`src/rtl/enc_pkg.sv`:
```
// Shared definitions for the instruction encoder: op classes, error codes,
// FSM states, instruction field positions and word-packing helpers.
package enc_pkg;

  // Instruction class as presented on req_class
  typedef enum logic [1:0] {
    CLS_DP    = 2'b00,
    CLS_MEM   = 2'b01,
    CLS_BR    = 2'b10,
    CLS_UNSUP = 2'b11
  } op_class_t;

  // Error codes reported on err_code
  localparam logic [2:0] ERR_NONE    = 3'd0;
  localparam logic [2:0] ERR_DP_IMM  = 3'd1;
  localparam logic [2:0] ERR_MEM_OFS = 3'd2;
  localparam logic [2:0] ERR_BR_OFS  = 3'd3;
  localparam logic [2:0] ERR_UNSUP   = 3'd4;

  // Encoder FSM states; ST_ROT is only reachable with the rotation search
  typedef enum logic [1:0] {
    ST_IDLE  = 2'd0,
    ST_ROT   = 2'd1,
    ST_WRITE = 2'd2,
    ST_ERR   = 2'd3
  } state_t;

  // Field bit positions, identical to the ones the decoder slices on
  localparam int COND_LSB = 28;
  localparam int OP_LSB   = 26;
  localparam int I_BIT    = 25;
  localparam int CMD_LSB  = 21;
  localparam int S_BIT    = 20;
  localparam int P_BIT    = 24;
  localparam int U_BIT    = 23;
  localparam int B_BIT    = 22;
  localparam int W_BIT    = 21;
  localparam int L_BIT    = 20;
  localparam int LINK_BIT = 24;
  localparam int RN_LSB   = 16;
  localparam int RD_LSB   = 12;

  // Data-processing word; op2 is either {8'b0, Rm} or {rot, imm8}
  function automatic logic [31:0] pack_dp(input logic [3:0] cond, input logic imm,
                                          input logic [3:0] cmd, input logic s,
                                          input logic [3:0] rn, input logic [3:0] rd,
                                          input logic [11:0] op2);
    logic [31:0] w;
    w = '0;
    w[COND_LSB +: 4] = cond;
    w[OP_LSB +: 2]   = 2'b00;
    w[I_BIT]         = imm;
    w[CMD_LSB +: 4]  = cmd;
    w[S_BIT]         = s;
    w[RN_LSB +: 4]   = rn;
    w[RD_LSB +: 4]   = rd;
    w[11:0]          = op2;
    return w;
  endfunction

  // Load/store word: immediate offset, pre-indexed, word access, no writeback
  function automatic logic [31:0] pack_mem(input logic [3:0] cond, input logic u,
                                           input logic l, input logic [3:0] rn,
                                           input logic [3:0] rd, input logic [11:0] imm12);
    logic [31:0] w;
    w = '0;
    w[COND_LSB +: 4] = cond;
    w[OP_LSB +: 2]   = 2'b01;
    w[I_BIT]         = 1'b0;
    w[P_BIT]         = 1'b1;
    w[U_BIT]         = u;
    w[B_BIT]         = 1'b0;
    w[W_BIT]         = 1'b0;
    w[L_BIT]         = l;
    w[RN_LSB +: 4]   = rn;
    w[RD_LSB +: 4]   = rd;
    w[11:0]          = imm12;
    return w;
  endfunction

  // Branch word: word offset in the low 24 bits
  function automatic logic [31:0] pack_br(input logic [3:0] cond, input logic link,
                                          input logic [23:0] off24);
    logic [31:0] w;
    w = '0;
    w[COND_LSB +: 4] = cond;
    w[OP_LSB +: 2]   = 2'b10;
    w[I_BIT]         = 1'b1;
    w[LINK_BIT]      = link;
    w[23:0]          = off24;
    return w;
  endfunction

endpackage

```
`src/rtl/enc_rot_check.sv`:
```
// Combinational test of one rotation candidate: imm32 is encodable at rot
// when imm32 == ROR(imm8, 2*rot), i.e. ROL(imm32, 2*rot) fits in 8 bits.
module enc_rot_check (
  input  logic [31:0] imm32,
  input  logic [3:0]  rot,
  output logic        match,
  output logic [7:0]  imm8
);

  logic [5:0]  amt;
  logic [31:0] rotl;

  // Rotate left by twice the candidate; a shift of 32 yields zero so rot 0 is exact
  always_comb begin
    amt   = {1'b0, rot, 1'b0};
    rotl  = (imm32 << amt) | (imm32 >> (6'd32 - amt));
    match = (rotl[31:8] == 24'd0);
    imm8  = rotl[7:0];
  end

endmodule

```
`src/rtl/instr_encoder.sv`:
```
// Sequential instruction encoder: packs field-level requests into 32-bit
// instruction words and writes them to the instruction-memory load port at
// an auto-incrementing address. Optional macro ENC_ROT_SEARCH_EN enables the
// 16-step rotated-immediate search; without it only rot 0 immediates encode.
module instr_encoder
  import enc_pkg::*;
#(
  parameter int          ADDR_W    = 8,
  parameter int unsigned BASE_ADDR = 0
) (
  input  logic              clk,
  input  logic              rst_n,
  input  logic              start,
  input  logic              req_valid,
  output logic              req_ready,
  input  logic [1:0]        req_class,
  input  logic [3:0]        req_cond,
  input  logic [3:0]        req_cmd,
  input  logic              req_s,
  input  logic              req_imm,
  input  logic [3:0]        req_rn,
  input  logic [3:0]        req_rd,
  input  logic [3:0]        req_rm,
  input  logic [31:0]       req_imm32,
  output logic              imem_we,
  output logic [ADDR_W-1:0] imem_addr,
  output logic [31:0]       imem_wdata,
  output logic              err_valid,
  output logic [2:0]        err_code
);

  localparam logic [ADDR_W-1:0] BASE = ADDR_W'(BASE_ADDR);

  state_t      state_reg;
  logic        ready_reg;

  // Rotation checker interface
  logic [31:0] rc_imm32;
  logic [3:0]  rc_rot;
  logic        rc_match;
  logic [7:0]  rc_imm8;

  // Decision made on the accepting edge
  logic        acc_rot;
  logic        acc_err;
  logic [2:0]  acc_code;
  logic [31:0] acc_word;
  logic [31:0] mem_abs;
  logic        br_ok;

`ifdef ENC_ROT_SEARCH_EN
  logic [3:0]  rot_reg;
  logic [3:0]  cond_reg;
  logic [3:0]  cmd_reg;
  logic        s_reg;
  logic [3:0]  rn_reg;
  logic [3:0]  rd_reg;
  logic [31:0] imm32_reg;

  assign rc_imm32 = imm32_reg;
  assign rc_rot   = rot_reg;
`else
  // Only rot 0 is tried, directly on the incoming immediate
  assign rc_imm32 = req_imm32;
  assign rc_rot   = 4'd0;
`endif

  enc_rot_check u_rot_check (
    .imm32 (rc_imm32),
    .rot   (rc_rot),
    .match (rc_match),
    .imm8  (rc_imm8)
  );

  // start wins over a simultaneous request
  assign req_ready = ready_reg && !start;

  // Validate and pre-pack the request being presented
  always_comb begin
    acc_rot  = 1'b0;
    acc_err  = 1'b0;
    acc_code = ERR_NONE;
    acc_word = '0;
    mem_abs  = req_imm32[31] ? (32'd0 - req_imm32) : req_imm32;
    br_ok    = (req_imm32[1:0] == 2'b00) &&
               ((req_imm32[31:25] == 7'h00) || (req_imm32[31:25] == 7'h7F));
    case (op_class_t'(req_class))
      CLS_DP: begin
        if (req_imm) begin
`ifdef ENC_ROT_SEARCH_EN
          acc_rot = 1'b1;
`else
          if (rc_match) begin
            acc_word = pack_dp(req_cond, 1'b1, req_cmd, req_s, req_rn, req_rd, {4'd0, rc_imm8});
          end else begin
            acc_err  = 1'b1;
            acc_code = ERR_DP_IMM;
          end
`endif
        end else begin
          acc_word = pack_dp(req_cond, 1'b0, req_cmd, req_s, req_rn, req_rd, {8'd0, req_rm});
        end
      end
      CLS_MEM: begin
        if (mem_abs[31:12] != 20'd0) begin
          acc_err  = 1'b1;
          acc_code = ERR_MEM_OFS;
        end else begin
          acc_word = pack_mem(req_cond, !req_imm32[31], req_s, req_rn, req_rd, mem_abs[11:0]);
        end
      end
      CLS_BR: begin
        if (!br_ok) begin
          acc_err  = 1'b1;
          acc_code = ERR_BR_OFS;
        end else begin
          acc_word = pack_br(req_cond, req_s, req_imm32[25:2]);
        end
      end
      CLS_UNSUP: begin
        acc_err  = 1'b1;
        acc_code = ERR_UNSUP;
      end
      default: begin
        acc_err  = 1'b1;
        acc_code = ERR_UNSUP;
      end
    endcase
  end

  // Encoder FSM with registered strobes, write data, address and error code
  always_ff @(posedge clk or negedge rst_n) begin
    if (!rst_n) begin
      state_reg  <= ST_IDLE;
      ready_reg  <= 1'b1;
      imem_we    <= 1'b0;
      imem_wdata <= '0;
      imem_addr  <= BASE;
      err_valid  <= 1'b0;
      err_code   <= ERR_NONE;
`ifdef ENC_ROT_SEARCH_EN
      rot_reg    <= '0;
      cond_reg   <= '0;
      cmd_reg    <= '0;
      s_reg      <= 1'b0;
      rn_reg     <= '0;
      rd_reg     <= '0;
      imm32_reg  <= '0;
`endif
    end else begin
      imem_we   <= 1'b0;
      err_valid <= 1'b0;
      case (state_reg)
        ST_IDLE: begin
          if (start) begin
            imem_addr <= BASE;
          end else if (req_valid) begin
            ready_reg <= 1'b0;
`ifdef ENC_ROT_SEARCH_EN
            rot_reg   <= '0;
            cond_reg  <= req_cond;
            cmd_reg   <= req_cmd;
            s_reg     <= req_s;
            rn_reg    <= req_rn;
            rd_reg    <= req_rd;
            imm32_reg <= req_imm32;
`endif
            if (acc_rot) begin
              state_reg <= ST_ROT;
            end else if (acc_err) begin
              state_reg <= ST_ERR;
              err_valid <= 1'b1;
              err_code  <= acc_code;
            end else begin
              state_reg  <= ST_WRITE;
              imem_we    <= 1'b1;
              imem_wdata <= acc_word;
              err_code   <= ERR_NONE;
            end
          end
        end
`ifdef ENC_ROT_SEARCH_EN
        ST_ROT: begin
          if (rc_match) begin
            state_reg  <= ST_WRITE;
            imem_we    <= 1'b1;
            imem_wdata <= pack_dp(cond_reg, 1'b1, cmd_reg, s_reg, rn_reg, rd_reg, {rot_reg, rc_imm8});
            err_code   <= ERR_NONE;
          end else if (rot_reg == 4'd15) begin
            state_reg <= ST_ERR;
            err_valid <= 1'b1;
            err_code  <= ERR_DP_IMM;
          end else begin
            rot_reg <= rot_reg + 4'd1;
          end
        end
`endif
        ST_WRITE: begin
          imem_addr <= imem_addr + 1'b1;
          state_reg <= ST_IDLE;
          ready_reg <= 1'b1;
        end
        ST_ERR: begin
          state_reg <= ST_IDLE;
          ready_reg <= 1'b1;
        end
        default: begin
          state_reg <= ST_IDLE;
          ready_reg <= 1'b1;
        end
      endcase
    end
  end

endmodule

```
`config.mk`:
```
export PLATFORM = sky130hd
export DESIGN_NAME = instr_encoder
export DESIGN_NICKNAME = d
export VERILOG_FILES = /design/src/rtl/enc_pkg.sv /design/src/rtl/enc_rot_check.sv /design/src/rtl/instr_encoder.sv
export SDC_FILE = /design/constraint.sdc
export NUM_CORES = 1
export LEC_CHECK = 0
export BUFFER_PORTS_ARGS = -buffer_cell sky130_fd_sc_hd__buf_4
export CAP_MARGIN = 20
export CORE_MARGIN = 2
export CORE_UTILIZATION = 33
export CTS_BUF_LIST = sky130_fd_sc_hd__clkbuf_4
export CTS_CLUSTER_SIZE = 12
export DETAILED_ROUTE_END_ITERATION = 8
export PLACE_DENSITY = 0.55
export SLEW_MARGIN = 20
export SYNTH_ARGS = -nofsm -noshare
export SYNTH_HDL_FRONTEND = slang
export SYNTH_SLANG_ARGS = --single-unit
```
`constraint.sdc`:
```
create_clock -name clk -period 5.3 [get_ports clk]
set_input_delay 0.795 -clock clk [delete_from_list [all_inputs] [get_ports clk]]
set_output_delay 0.795 -clock clk [all_outputs]
set_load 0.02 [all_outputs]
```
==> run_results.csv, run 1 <==
group,metric,value,unit
routing,vias,3522,
clock_network,insertion_delay,0.39,ns
routing,avgViaCountPerCell,5.81,
floorplanning,die-area,11100,um2
synth,synth_seq_cells,48,
placement,dp_cells,598,
finish,diodes,0,
routing,antenna_left,0,
global_routing,grt_max_degree,49,
global_routing,grt_pass1_vias,3291,
min_path,hold_path_class,"input pin to asynchronous set/reset pin",
synth,synth_top_family_by_area,"simple AND/OR/NAND/NOR gates",
synth,synth_compound_area_frac,0.237,
clock_network,postCtsSetupRepairBufs,0,
floorplanning,die_w,105,um
worst_setup_path,crit_chain,"buf_4 > inv_1 > ha_1 > or4b_1 > nor4_1 > a31oi_1 > a221o_1 > o31ai_2 > nand2_2 > o31ai_4 > nand2_2 > inv_2 > mux2_2",
worst_setup_path,path_class,"input pin to flop",
clock_network,cts_buffers,5,
sta,finalCritPeriodShare,0.783,
placement,finalWeightedCongestion,0.894,
sta,fin_setup_tns,0,ns
routing,wire_per_inst,18.7,um
worst_setup_path,reg2reg_to,"imem_wdata[21]",
finish,largest-register,"imem_wdata",
placement,dp_hpwl,8.56,mm
routing,wl,11.3,mm
floorplanning,io_pins,106,
synth,syn_inst,381,
floorplanning,core,9860,um2
synth,synthMuxAreaShare,0.0555,
synth,synthDistinctLibCells,66,
synth,syn_nets,443,
power,power_switching,0.354,mW
finish,reg_top3,"imem_wdata: 32 flops, imem_addr: 8 flops, err_code: 3 flops",
sta,setup_violations,0,
power,p_leak,1.92,nW
global_routing,globalRouteMet1Util,0.298,
clock_network,clock-root-buffer,"clkbuf_4",
clock_network,cts_num_sinks,48,
flow_run,cap_violations,0,
routing,dr.first_iter.drc_count,263,
clock_network,htreeDepth,2,
worst_setup_path,rrSetupSlack,2.70,ns
sta,slew_viol_final,0,
clock_network,cts_buffer_depth,2,
synth,synthAdderAreaFrac,0.00740,
synth,synth_edf_count,0,
routing,first_pass_iters,4,
sta,rsz0062_at_grt,"no",
worst_setup_path,crit_fanout,18,
finish,final_util,0.444,
clock_network,postCtsHoldBufs,0,
synth,yosysWarnings,0,
synth,synth-simple-area-share,0.280,
floorplanning,start_util,0.343,
global_routing,grt_pass1_wl,18.1,mm
global_routing,busiest_layer,"met2",
sta,max_freq,241,MHz
finish,largest_reg_flops,32,
routing,drc,0,
floorplanning,fp.dieH,105,um
clock_network,cts_tree,"yes",
floorplanning,num_rows,36,
global_routing,antenna_found_initial,0,
run_status,outcome,"finished, final reports clean",
worst_setup_path,worstPathArrival,4.43,ns
synth,syn-cell-area,3380,um2
worst_setup_path,critPathMaxStageDelay,0.62,ns
clock_network,cts_resized,0,
finish,synthToLayoutAreaGrowth,29.5,%
power,vdd_drop_max,0.0779,mV
sta,skew,0.0104,ns
power,p_int,0.728,mW
power,combinationalPowerShare,0.321,
sta,min_period,4.15,ns
power,switching_share,0.327,
power,power.density,247,nW/um2
placement,io_buffers,105,
finish,final_cells,606,
worst_setup_path,critPathSlowestCell,"or4b_1",
clock_network,clk_pin_slew_worst_paths,0.15,ns
worst_setup_path,timing.rr.start,"state_reg[0]",
worst_setup_path,reg2regPathDepth,5,
worst_setup_path,crit_required,5.58,ns
synth,async_reset_ff_frac,1.00,
global_routing,grt_overflow_total,0,
sta,tightest_slew,0.802,ns
global_routing,grt.met2_usage,0.315,
power,seqPwrFrac,0.421,
synth,seq_area_frac_synth,0.356,
sta,finalHoldViolations,0,
worst_setup_path,crit_top_cell,"nand2_2",
sta,max-slew-margin-rel,0.465,
synth,yosys.area_share.xor_xnor,0.0130,
worst_setup_path,cp-end-kind,"flop",
power,clkPwrFrac,0.257,
worst_setup_path,critPathLaunchType,"input pin",
synth,synth-main-ff-cell,"dfrtp_1",
synth,syn_area_per_cell,8.87,um2
finish,drive_above_1_share,0.323,
global_routing,groute.usage.overall,0.204,
global_routing,met3_usage,0.0299,
finish,finalNetCount,534,
synth_stat cells, types with 3 or more instances:
cell,count,area share
dfrtp_1,47,0.35
nor2_1,31,0.034
clkbuf_1,21,0.023
o21ai_0,18,0.027
nand2_1,15,0.017
nor3_1,15,0.022
nor4_1,15,0.028
a21oi_1,14,0.021
mux2_2,14,0.047
nand3_1,14,0.021
a22o_1,13,0.034
a221o_1,12,0.036
inv_1,12,0.013
a31oi_1,11,0.020
and3_1,11,0.020
nand4_1,8,0.015
or4_1,8,0.018
a32oi_1,7,0.018
nand2b_1,7,0.013
or3_1,6,0.011
a2111oi_0,4,0.010
buf_2,4,0.0059
o22ai_1,4,0.0074
xnor2_1,4,0.010
a311oi_1,3,0.0078
and2_1,3,0.0056
mux2i_1,3,0.0089
nor2b_1,3,0.0056
o21a_1,3,0.0067
or2_2,3,0.0056
power by group through the flow:
stage	Sequential (mW)	Combinational [mW]	Clock (mW)
after floorplan	0.525	0.112	0
after global placement	0.462	0.348	0
after detailed placement	0.463	0.350	0
after CTS	0.456	0.350	0.287
after global routing	0.462	0.376	0.298
final	0.456	0.347	0.278
layout make-up:
type	instances	area [um2]
well taps	133	166
clock inverters	3	68.8
fillers	999	5490
flip-flops and latches	48	1200
clock buffers	5	37.5
repair buffers	113	848
inverters	13	48.8
multi-input cells	291	2000
worst max-delay path by stage:
| stage | from | to | slack (ns) | depth (start not counted) |
|---|---|---|---|---|
| 2_1_floorplan | req_imm32[8] | imem_wdata[10] | 1.45 | 11 |
| 3_3_place_gp | req_imm32[0] | imem_wdata[21] | 0.69 | 13 |
| 3_5_place_dp | req_imm32[0] | imem_wdata[21] | 0.82 | 13 |
| 4_1_cts | req_imm32[0] | imem_wdata[21] | 1.22 | 13 |
| 5_1_grt | req_imm32[1] | imem_wdata[10] | 0.90 | 13 |
| 6_report | req_imm32[0] | imem_wdata[21] | 1.15 | 13 |
layer usage:
layer | part of all wire | vias up
met4 | 0.014 | 0
li1 | - | 1666
met3 | 0.053 | 14
met2 | 0.46 | 141
met1 | 0.47 | 1701
met5 | 0 | -
worst max-delay path: cells and delay by family:
kind	cells	cell delay [ns]
muxes	1	0.38
buffers and inverters	3	0.50
and+or+nand+nor	4	1.38
AOI/OAI and AO/OA	4	1.08
adders and majority gates	1	0.27
metrics by stage:
stage	total power [mW]	cell area, um2	setup WS, ns	hold slack (ns)
after floorplan	0.637	3380	1.45	0.436
after global placement	0.810	4270	0.685	0.448
after detailed placement	0.813	4270	0.820	0.456
after CTS	1.09	4380	1.22	0.407
after global routing	1.14	4380	0.899	0.442
final	1.08	4380	1.15	0.395
cell usage in the layout, fill, tap and decap left out, types with 3 or more instances in the layout:
cell type and n:
nor2_1 31, nand4_1 8, dfrtp_1 47, mux2_2 14, mux2i_1 3, nor2b_1 3
or4_1 8, a221o_1 12, o22ai_1 4, nor4_1 15, o21ai_0 18, a21oi_1 14
a31oi_1 11, nand2_1 15, and2_1 3, a311oi_1 3, nand3_1 14, buf_4 113
and3_1 11, nor3_1 15, or2_2 3, o21a_1 3, xnor2_1 4, clkbuf_4 5
inv_1 12, nand2b_1 7, or3_1 6, a32oi_1 7, a22o_1 13, a2111oi_0 4
logic make-up after synthesis:
family          after synthesis
simple gates                160
compound gates              107
flops                        48
buf+inv                      42
mux                          17
xor+xnor                      5
fa+ha+maj                     2
Power figures use the tool's default switching activity.
==> run 2: changes to the inputs <==
- ABC_AREA: default -> 1
- PLACE_DENSITY: 0.55 -> 0.56
- clock period: 5.3 -> 3.7 ns (I/O delays scaled with it)
==> run_results.csv, run 2 <==
group,metric,value,unit
routing,wl,11.8,mm
worst_setup_path,crit_fanout,32,
finish,final_cell_mix,"225 x nand2_1, 113 x buf_4, 58 x nor2_1",
routing,dr.first_iter.drc_count,282,
run_status,outcome,"finished, final reports clean",
placement,dp_cells,824,
power,power.density,307,nW/um2
finish,finalNetCount,750,
floorplanning,start_util,0.335,
synth,synthMostInstantiatedCell,"nand2_1",
clock_network,postCtsSetupRepairBufs,0,
clock_network,cts_buffer_depth,2,
global_routing,grt_max_degree,49,
routing,antenna_left,0,
clock_network,postCtsHoldBufs,0,
finish,fin_area,4790,um2
sta,min_period,2.91,ns
synth,async_reset_ff_frac,1.00,
clock_network,cts_tree,"yes",
synth,synth_seq_cells,48,
synth,syn_nets,649,
synth,synthDistinctLibCells,39,
routing,vias,4097,
global_routing,antenna_found_initial,1,
floorplanning,io_pins,106,
sta,rsz0062_at_grt,"no",
power,p_leak,2.55,nW
power,vdd_drop_max,0.238,mV
synth,yosys-top-cells-area,"dfrtp_1 31%, nand2_1 22%, nand3_1 7.6%",
finish,drive_above_1_share,0.232,
sta,tightest_slew,0.598,ns
clock_network,htreeDepth,2,
clock_network,clk_pin_slew_worst_paths,0.15,ns
placement,pre_cts_slack,0.376,ns
placement,dp_hpwl,9.62,mm
clock_network,clock-root-buffer,"clkbuf_4",
sta,skew,0.00693,ns
finish,final_cells,833,
sta,setup_violations,0,
finish,final_common_cell,"nand2_1",
finish,largest_reg_flops,32,
global_routing,grt_overflow_total,0,
synth,synth_common_cells,"225 x nand2_1, 58 x nor2_1, 57 x nand3_1, 51 x inv_1, 47 x dfrtp_1",
synth,yosysTopAreaCell,"dfrtp_1",
synth,seq_area_frac_synth,0.319,
synth,synth_top_area_share,0.312,
worst_setup_path,crit_required,3.97,ns
synth,syn-cell-area,3770,um2
floorplanning,die-area,12300,um2
routing,first_pass_iters,5,
clock_network,cts_resized,0,
flow_run,cap_violations,0,
sta,fin_setup_tns,0,ns
synth,synth_edf_count,0,
synth,yosysWarnings,0,
placement,finalWeightedCongestion,0.927,
clock_network,cts_num_sinks,48,
global_routing,grt_pass1_wl,19.3,mm
floorplanning,core,11300,um2
finish,largest-register,"imem_wdata",
worst_setup_path,path_class,"input pin to flop",
sta,max_freq,344,MHz
global_routing,groute.usage.overall,0.191,
routing,avgViaCountPerCell,4.92,
sta,finalHoldViolations,0,
placement,io_buffers,105,
synth,syn_area_per_cell,6.43,um2
routing,wire_per_inst,14.1,um
sta,finalWorstSetupSlack,0.793,ns
worst_setup_path,cp-end-kind,"flop",
global_routing,grt_pass1_vias,3905,
sta,slew_viol_final,0,
worst_setup_path,critPathLaunchType,"input pin",
synth,synth-main-ff-cell,"dfrtp_1",
clock_network,cts_buffers,5,
floorplanning,die_w,111,um
placement,place_area,4680,um2
routing,drc,0,
sta,max-slew-margin-rel,0.600,
synth,syn_inst,587,
finish,synthToLayoutAreaGrowth,26.8,%
floorplanning,num_rows,39,
sta,finalCritPeriodShare,0.786,
floorplanning,fp.dieH,111,um
finish,final_util,0.425,
clock_network,insertion_delay,0.36,ns
worst_setup_path,worstPathArrival,3.18,ns
min_path,hold_path_class,"input pin to asynchronous set/reset pin",
finish,reg_top3,"imem_wdata: 32 flops, imem_addr: 8 flops, err_code: 3 flops",
==> run 2: cell count changes in the layout (fill, tap and decap cells not counted), moves of 13 or more <==
cell,previous run,this run
nand2_1,15,225
nand3_1,14,57
nor4_1,15,0
nor2_1,31,58
inv_1,12,51
a22o_1,13,0
==> run 2: cell families after synthesis <==
family | count (synthesis) | synth area share
fa+ha+maj | 2 | 0.00663
mux | 2 | 0.00597
buf+inv | 78 | 0.0918
flops | 48 | 0.319
simple gates | 388 | 0.455
compound gates | 58 | 0.0968
xor+xnor | 11 | 0.0255
==> run 2: final cells by class <==
cell class,instances,area (um2)
timing repair buffer,113,848
clock inverter,3,68.8
tap,143,179
clock buffer,5,37.5
multi-input combinational,461,2230
antenna,1,2.50
sequential,48,1200
inverter,59,221
fill,1185,6490
==> run 2: per-layer routing <==
metal	wire length, um	track usage	share of wire	up-vias
met4	265	0.0617	0.023	0
met1	5360	0.261	0.46	1877
li1	-	-	-	2088
met3	576	0.0295	0.049	20
met5	0	0	0	-
met2	5570	0.310	0.47	112
==> run 2: per-stage QoR <==
stage          power [mW]  hold WS [ns]
2_1_floorplan       0.872         0.259
3_3_place_gp         1.09         0.468
3_5_place_dp         1.09         0.470
4_1_cts              1.49         0.193
5_1_grt              1.56         0.201
6_report             1.47         0.175
==> run 2: critical path, stage by stage <==
cell and delay [ns]:
buf_4 0.12, inv_1 0.11, ha_1 0.25, nand3_4 0.11, nand2_1 0.12, o21ai_2 0.11, nor2_4 0.16, nand2_1 0.08
nand2_1 0.06, nand2_1 0.04, nor2_1 0.08, nand2_1 0.09, nor2_4 0.28, nand3_4 0.23, nand2_2 0.16, nand2_2 0.36
nand2_1 0.19, nand2_1 0.06
==> run 2: worst paths after layout <==
| kind | startpoint | slack [ns] | cells after the start | end |
|---|---|---|---|---|
| worst max-delay path | req_imm32[1] | 0.79 | 18 | imem_wdata[2] |
| worst min-delay path | rst_n | 0.17 | 1 | imem_wdata[10] |
| worst max register to register | state_reg[1] | 1.64 | 7 | imem_wdata[2] |
| worst min register to register | ready_reg | 0.49 | 2 | ready_reg |
| max in group asynchronous | rst_n | 3.12 | 1 | err_code[0] |
| min in group clk | req_cond[1] | 0.38 | 3 | imem_wdata[29] |
==> run 2: report_power, final <==
part | leakage (nW) | switching [mW] | total (mW) | internal (mW)
Sequential | 0.651 | 0.0348 | 0.619 | 0.584
Clock | 0.0558 | 0.178 | 0.391 | 0.213
Combinational | 1.84 | 0.277 | 0.457 | 0.180
